--- config.mk ---
export PLATFORM = sky130hd
export DESIGN_NAME = instr_fetch_unit
export DESIGN_NICKNAME = d
export VERILOG_FILES = /design/src/rtl/instr_fetch_unit.sv
export SDC_FILE = /design/constraint.sdc
export NUM_CORES = 1
export LEC_CHECK = 0
export ABC_AREA = 0
export BUFFER_PORTS_ARGS = -buffer_cell sky130_fd_sc_hd__buf_2
export CAP_MARGIN = 20
export CORE_ASPECT_RATIO = 0.75
export CORE_MARGIN = 8
export CORE_UTILIZATION = 52
export CTS_CLUSTER_SIZE = 30
export DETAILED_ROUTE_END_ITERATION = 16
export HOLD_SLACK_MARGIN = 0.12
export PLACE_DENSITY = 0.85
export SLEW_MARGIN = 20
export SYNTH_ARGS = -nofsm -noshare
export SYNTH_HDL_FRONTEND = slang
export SYNTH_SLANG_ARGS = --single-unit
export TNS_END_PERCENT = 30
--- constraint.sdc ---
create_clock -name clk -period 3.3 [get_ports clk]
set_input_delay 0.495 -clock clk [delete_from_list [all_inputs] [get_ports clk]]
set_output_delay 0.495 -clock clk [all_outputs]
set_load 0.01 [all_outputs]
--- src/rtl/instr_fetch_unit.sv ---
// Instruction fetch: owns the PC, keeps one imem read in flight and holds the word for decode.
// Optional IFU_PERF_CNT_EN adds fetch_count/flush_count event counters.
module instr_fetch_unit #(
  parameter logic [31:0] RESET_PC = 32'h0000_0000,
  parameter logic [31:0] NOP_WORD = 32'h0000_0013
) (
  input  logic        clk,
  input  logic        rst,
  output logic        imem_req_valid,
  input  logic        imem_req_ready,
  output logic [31:0] imem_addr,
  input  logic        imem_resp_valid,
  input  logic [31:0] imem_resp_data,
  output logic [31:0] iword,
  output logic [31:0] iword_pc,
  output logic        iword_valid,
  input  logic        iword_ready,
  input  logic        PCSelect,
  input  logic [31:0] branch_target
`ifdef IFU_PERF_CNT_EN
  ,
  output logic [31:0] fetch_count,
  output logic [31:0] flush_count
`endif
);

  typedef enum logic [1:0] {S_REQ, S_WAIT, S_HOLD} state_t;

  state_t      state_reg;
  logic [31:0] pc_reg;
  logic [31:0] iword_reg;
  logic [31:0] iword_pc_reg;
  logic        kill_reg;
  logic [31:0] redirect_pc;

  // Low target bits are meaningless for word fetches and are simply masked off.
  assign redirect_pc = branch_target & 32'hFFFF_FFFC;

  always_ff @(posedge clk) begin
    if (rst) begin
      state_reg    <= S_REQ;
      pc_reg       <= RESET_PC;
      kill_reg     <= 1'b0;
      iword_reg    <= NOP_WORD;
      iword_pc_reg <= RESET_PC;
    end else if (PCSelect) begin
      pc_reg <= redirect_pc;
      case (state_reg)
        S_REQ: begin
          // An accepted request still carries the old PC, so its response is stale.
          if (imem_req_ready) begin
            state_reg <= S_WAIT;
            kill_reg  <= 1'b1;
          end
        end
        S_WAIT: begin
          if (imem_resp_valid) begin
            kill_reg  <= 1'b0;
            state_reg <= S_REQ;
          end else begin
            kill_reg <= 1'b1;
          end
        end
        S_HOLD: begin
          iword_reg <= NOP_WORD;
          state_reg <= S_REQ;
        end
        default: state_reg <= S_REQ;
      endcase
    end else begin
      case (state_reg)
        S_REQ: begin
          if (imem_req_ready) state_reg <= S_WAIT;
        end
        S_WAIT: begin
          if (imem_resp_valid) begin
            if (kill_reg) begin
              kill_reg  <= 1'b0;
              state_reg <= S_REQ;
            end else begin
              iword_reg    <= imem_resp_data;
              iword_pc_reg <= pc_reg;
              state_reg    <= S_HOLD;
            end
          end
        end
        S_HOLD: begin
          if (iword_ready) begin
            pc_reg    <= pc_reg + 32'd4;
            iword_reg <= NOP_WORD;
            state_reg <= S_REQ;
          end
        end
        default: state_reg <= S_REQ;
      endcase
    end
  end

  // Handshake outputs follow the state; reset masks them so nothing is offered mid-reset.
  assign imem_req_valid = (state_reg == S_REQ) && !rst;
  assign iword_valid    = (state_reg == S_HOLD) && !rst;
  assign imem_addr      = pc_reg;
  assign iword          = iword_reg;
  assign iword_pc       = iword_pc_reg;

`ifdef IFU_PERF_CNT_EN
  logic [31:0] fetch_count_reg;
  logic [31:0] flush_count_reg;

  always_ff @(posedge clk) begin
    if (rst) begin
      fetch_count_reg <= 32'd0;
      flush_count_reg <= 32'd0;
    end else begin
      if (iword_valid && iword_ready) fetch_count_reg <= fetch_count_reg + 32'd1;
      if (PCSelect) flush_count_reg <= flush_count_reg + 32'd1;
    end
  end

  assign fetch_count = fetch_count_reg;
  assign flush_count = flush_count_reg;
`endif

endmodule

**After elaboration in Yosys (flattened, before gate mapping)**

Index checks and enable logic that the tools add are counted.

- Input port bits: 70
- Word-level logic and storage cells: 57
- Register bits: 99

- Muxes and demuxes: 23
- Equality and inequality tests: 8
- Bitwise logic cells: 2
- Add/sub/neg operators: 1
- Reductions and logical operators: 17

Operators by type and width:

| kind | number |
|---|---|
| 2-to-1 mux 32 bit | 8 |
| one-hot mux 32 bit (2 select lines) | 1 |
| adder 32 x 3 -> 32 bit, second input constant | 1 |
| 2-to-1 mux 2 bit | 6 |
| inequality test 3 bit, second input constant | 4 |
| nonzero test 2 bit | 6 |
| AND reduction 4 bit | 2 |
| one-hot mux 2 bit (3 select lines) | 1 |
| AND reduction 2 bit | 3 |
| 2-to-1 mux 1 bit | 5 |
| AND reduction 5 bit | 1 |
| one-hot mux 2 bit (2 select lines) | 1 |
| equality test 2 x 1 -> 1 bit, second input constant | 1 |
| equality test 2 bit, second input constant | 1 |
| logical AND 1 bit | 2 |
| logical NOT 2 bit | 1 |
| inequality test 2 x 1 -> 1 bit, second input constant | 1 |
| inequality test 2 bit, second input constant | 1 |
| NOT 1 bit | 2 |
| one-hot mux 1 bit (2 select lines) | 1 |
| OR reduction 2 bit | 1 |
| logical NOT 1 bit | 1 |

**Logic depth before layout (Yosys ltp)**

- Word-level depth: 4
- Gate-level depth with buffers: 9
- Mapped depth without buffers: 7

**Worst setup path after synthesis**

No wires, ideal clock.

- Path kind: reg-to-reg
- Start point: reg pc_reg[2], in the netlist imem_addr[2]
- End point: reg pc_reg[24], in the netlist imem_addr[24]
- Path slack: 1.426 ns
- Arrival time: 1.760 ns
- Clock period less this slack: 1.874 ns
- Buffers on the path: 1
- Cell stages (with the launch flop): 8
- Cell sequence: dfxtp_1 > ha_1 > nand3_1 > or4_1 > buf_2 > nor3_2 > xor2_1 > o21a_1

- Longest elaborated chain between the ends: 4

RTL lines:

| item | line | RTL |
|---|---|---|
| start, declared | 30 | `logic [31:0] pc_reg;` |
| start signal, assigned | 47 | `pc_reg <= redirect_pc;` |
| start signal, assigned | 89 | `pc_reg <= pc_reg + 32'd4;` |
| adder 32 x 3 -> 32 bit | 89 |  |
| 2-to-1 mux 32 bit | 88 | `if (iword_ready) begin` |
| 2-to-1 mux 32 bit | 71 | `case (state_reg)` |
| 2-to-1 mux 32 bit | 46 | `end else if (PCSelect) begin` |

Every way passes these cells. The select of a mux whose other input is x is not followed.
A chain may end at the register's enable or synchronous reset.

**Final worst setup path**

- Start point: reg state_reg[0]
- End point: reg iword_reg[28], in the netlist iword[28]

- Longest elaborated chain between the ends: 3

RTL lines:

| item | line | RTL |
|---|---|---|
| start, declared | 29 | `state_t state_reg;` |
| start signal, assigned | 41 | `state_reg <= S_REQ;` |
| start signal, assigned | 52 | `state_reg <= S_WAIT;` |
| start signal, assigned | 59 | `state_reg <= S_REQ;` |
| equality test 2 x 1 -> 1 bit or equality test 2 bit (tied branches) | 71, 48 |  |
| inequality test 3 bit (no source line), or another cell as far along | - |  |
| AND reduction 5 bit (no source line) or 2-to-1 mux 32 bit (tied branches) | - |  |
| end signal, assigned | 81 | `iword_reg <= imem_resp_data;` |
| end, declared | 31 | `logic [31:0] iword_reg;` |

Several ways; a longest one is shown, not always the timed one.

==> results.md <==
- Core box area: 7850 um2
- Pwr per Cell Area: 471 nW/um2
- CTS tree: done
- FFs w/ async S/R, synth: 0%
- Max-cap violation count: 0
- Sequential area share after synthesis: 45.4%
- Placer's final routability congestion estimate: 0.875
- RSZ-0062 raised after global routing: no
- Crit-path max FO: 32
- Fmax: 402 MHz
- Synth warn: 0
- Most numerous cell in the Yosys netlist: nand2_1
- Hold Crit Class: in2reg
- Sink Count: 95
- First-pass GRT wire length: 20400 um
- Peak supply drop: 0.000293 V
- GRT met2 Usage: 36.8%
- Arrival time worst endpoint: 2.78 ns
- FF-to-FF End: iword[28]
- Initial antenna violation count: 0
- Setup crit start kind: flip-flop
- Main synth FF type: dfxtp_1
- Hold Vio Cnt, Final: 0
- DRC viols: 0
- CP Class: reg2reg
- Dominant cell type by area after synthesis: dfxtp_1
- Total inserted antenna cells: 0
- Synth-to-Final Area Change: 26.4%
- Share of cells above drive strength 1: 29.2%
- Nets: 743
- Clock-pin slew on the worst setup and hold paths: 0.10 ns
- GR Util met1: 24.8%
- Drt initial violations: 245
- Post-synth top cells: nand2_1, dfxtp_1, a21oi_1, nand3_1, clkbuf_1
- All-Layer GR Usage: 21.8%
- Finished Layout Cells: 779
- Clk Latency, worst-skew pair: 0.36 ns
- Synth top area share: 45.4%
- CTS Buf Count: 9
- Hold wc startpoint: branch_target[7]
- Slew Viols, Final: 0
- GRT overflow: 0
- Vias in the first global route: 4250
- Time the worst path needs with I/O delays and setup: 2.49 ns
- Post_cts resized: 0
- Status: completed
- Clock power frac: 37.9%
- Distinct cells, synth: 42
- Hold worst-path end: imem_addr[7]
- ANT nets after route: 0
- # rows: 28
- Post-synth EDFFs: 0
- Setup slack, reg-to-reg: 0.81 ns
- Max-Slew Margin vs Limit: 37.1%
- Area of the die: 11200 um2
- Root buf cell: clkbuf_8
- Wire per inst: 16.0 um
- Die H: 93.7 um
- Synthesis-stage register bit count: 95
- Ports: 168
- Sw Share: 26.1%
- Final Skew: 0.0110 ns
- Fin util: 67.5%
- Placed Cells: 763
- Top post-synthesis cells by area: dfxtp_1, a21oi_1, nand2_1, nand3_1, xnor2_1
- Largest net degree at the start of global routing: 33
- Die Wd: 120 um
- First-pass DRT Iterations: 5
- CP required: 3.59 ns
- Vias per inst: 5.47
- Vias after detailed routing: 4264
- Global routing's busiest layer: met2
- Syn avg cell area: 8.00 um2
- Finish-stage setup viols: 0
- DP Wirelength: 9180 um
- Met3 Track Usage GR: 9.37%
- Setup TNS: 0 ns
- Leakage: 2.34 nW
- # hold bufs at CTS: 0
- Crit. End Element: flip-flop
- Seq pwr share: 49.7%
- Reg2reg start: state_reg[0]
- Reg2reg path depth: 8
- Synth Instances: 524
- Post-synth design cell area: 4190 um2
- Net Switching: 0.653 mW
- WL final: 12400 um
- Initial core utilization: 53.4%
- Port bufs: 161
- Setup Fix Bufs, Post-CTS: 0
- Clock buffer depth: 2
- Fin crit share: 75.3%
- Measured slew at the worst slew-check pin: 0.944 ns
- # fillers: 697
- H-tree levels: 3
- Internal Power: 1.84 mW
- Hold path depth: 3
- Max reg flops: 32
- Part of the power in combinational logic: 12.4%
-- power by group through the flow --
stage	combinational [mW]	clock, mW	sequential, mW
global placement	0.298	0	1.26
detailed placement	0.307	0	1.27
floorplan	0.166	0	1.28
global route	0.341	1.01	1.25
CTS	0.309	0.961	1.24
finish	0.308	0.947	1.24
-- layout make-up --
cell class | instances | area [um2] | area share [%]
multi-input cells | 377 | 2080 | 39.2
flip-flops and latches | 95 | 1900 | 35.9
repair buffers | 170 | 873 | 16.5
clock buffers | 10 | 138 | 2.60
well taps | 105 | 131 | 2.48
clock inverters | 6 | 116 | 2.20
inverters | 16 | 60.1 | 1.13
-- stage by stage --
stage / setup WS [ns] / hold WS, ns / power [mW] / instance area, um2
final: 0.814 / 0.365 / 2.50 / 5300
after detailed placement: 0.877 / 0.444 / 1.57 / 5040
after global placement: 0.964 / 0.435 / 1.56 / 5040
after floorplan: 1.43 / 0.466 / 1.44 / 4200
after global routing: 0.575 / 0.362 / 2.60 / 5300
after CTS: 0.818 / 0.352 / 2.51 / 5300
-- worst max path at each step --
| stage | from | endpoint | slack (ns) | cells after the start |
|---|---|---|---|---|
| after floorplan | imem_addr[2] | imem_addr[24] | 1.43 | 7 |
| after global placement | state_reg[0] | iword[27] | 0.96 | 8 |
| after detailed placement | state_reg[0] | iword[14] | 0.88 | 8 |
| after CTS | state_reg[0] | iword[28] | 0.82 | 8 |
| after global routing | state_reg[0] | iword[25] | 0.57 | 8 |
| final | state_reg[0] | iword[28] | 0.81 | 8 |
-- cell usage in the layout (no fill, tap or decap), drive strengths merged, types with 2 or more instances in the layout --
cell	instances
a21oi	83
a221oi	2
and2	2
and3	5
buf	170
bufinv	3
clkbuf	10
clkinv	2
conb	4
dfxtp	95
ha	4
inv	17
mux2i	8
nand2	103
nand2b	3
nand3	39
nand4	15
nor2	23
nor2b	4
nor3	8
nor4	11
o211ai	5
o21a	11
o21ai	8
o21bai	4
or2	2
or4	2
xnor2	15
xor2	7
-- per-layer routing --
layer	up-vias	share of wire (%)
met5	-	0
met4	0	1.3
met3	17	10
met2	161	48
met1	2007	41
li1	2079	-
-- cells by family (layout without fill, tap and decap cells) --
group / Yosys count / count (layout) / share of synthesized area (%)
flops: 95 / 95 / 45.4
mux: 8 / 8 / 1.91
fa+ha+maj: 4 / 4 / 1.19
simple gates: 219 / 219 / 25.1
compound gates: 120 / 120 / 16.4
xor+xnor: 22 / 22 / 4.60
buf+inv: 55 / 202 / 5.37
other cells: 1 / 4 / 0.0895
-- worst max-delay path, cell delays in order (launching register included) --
cell	delay [ns]
dfxtp_1	0.37
inv_1	0.08
ha_1	0.20
buf_4	0.17
nand2b_1	0.12
a21boi_0	0.26
o211a_1	0.81
nand3_1	0.17
a21oi_1	0.21
Power figures use the tool's default switching activity.
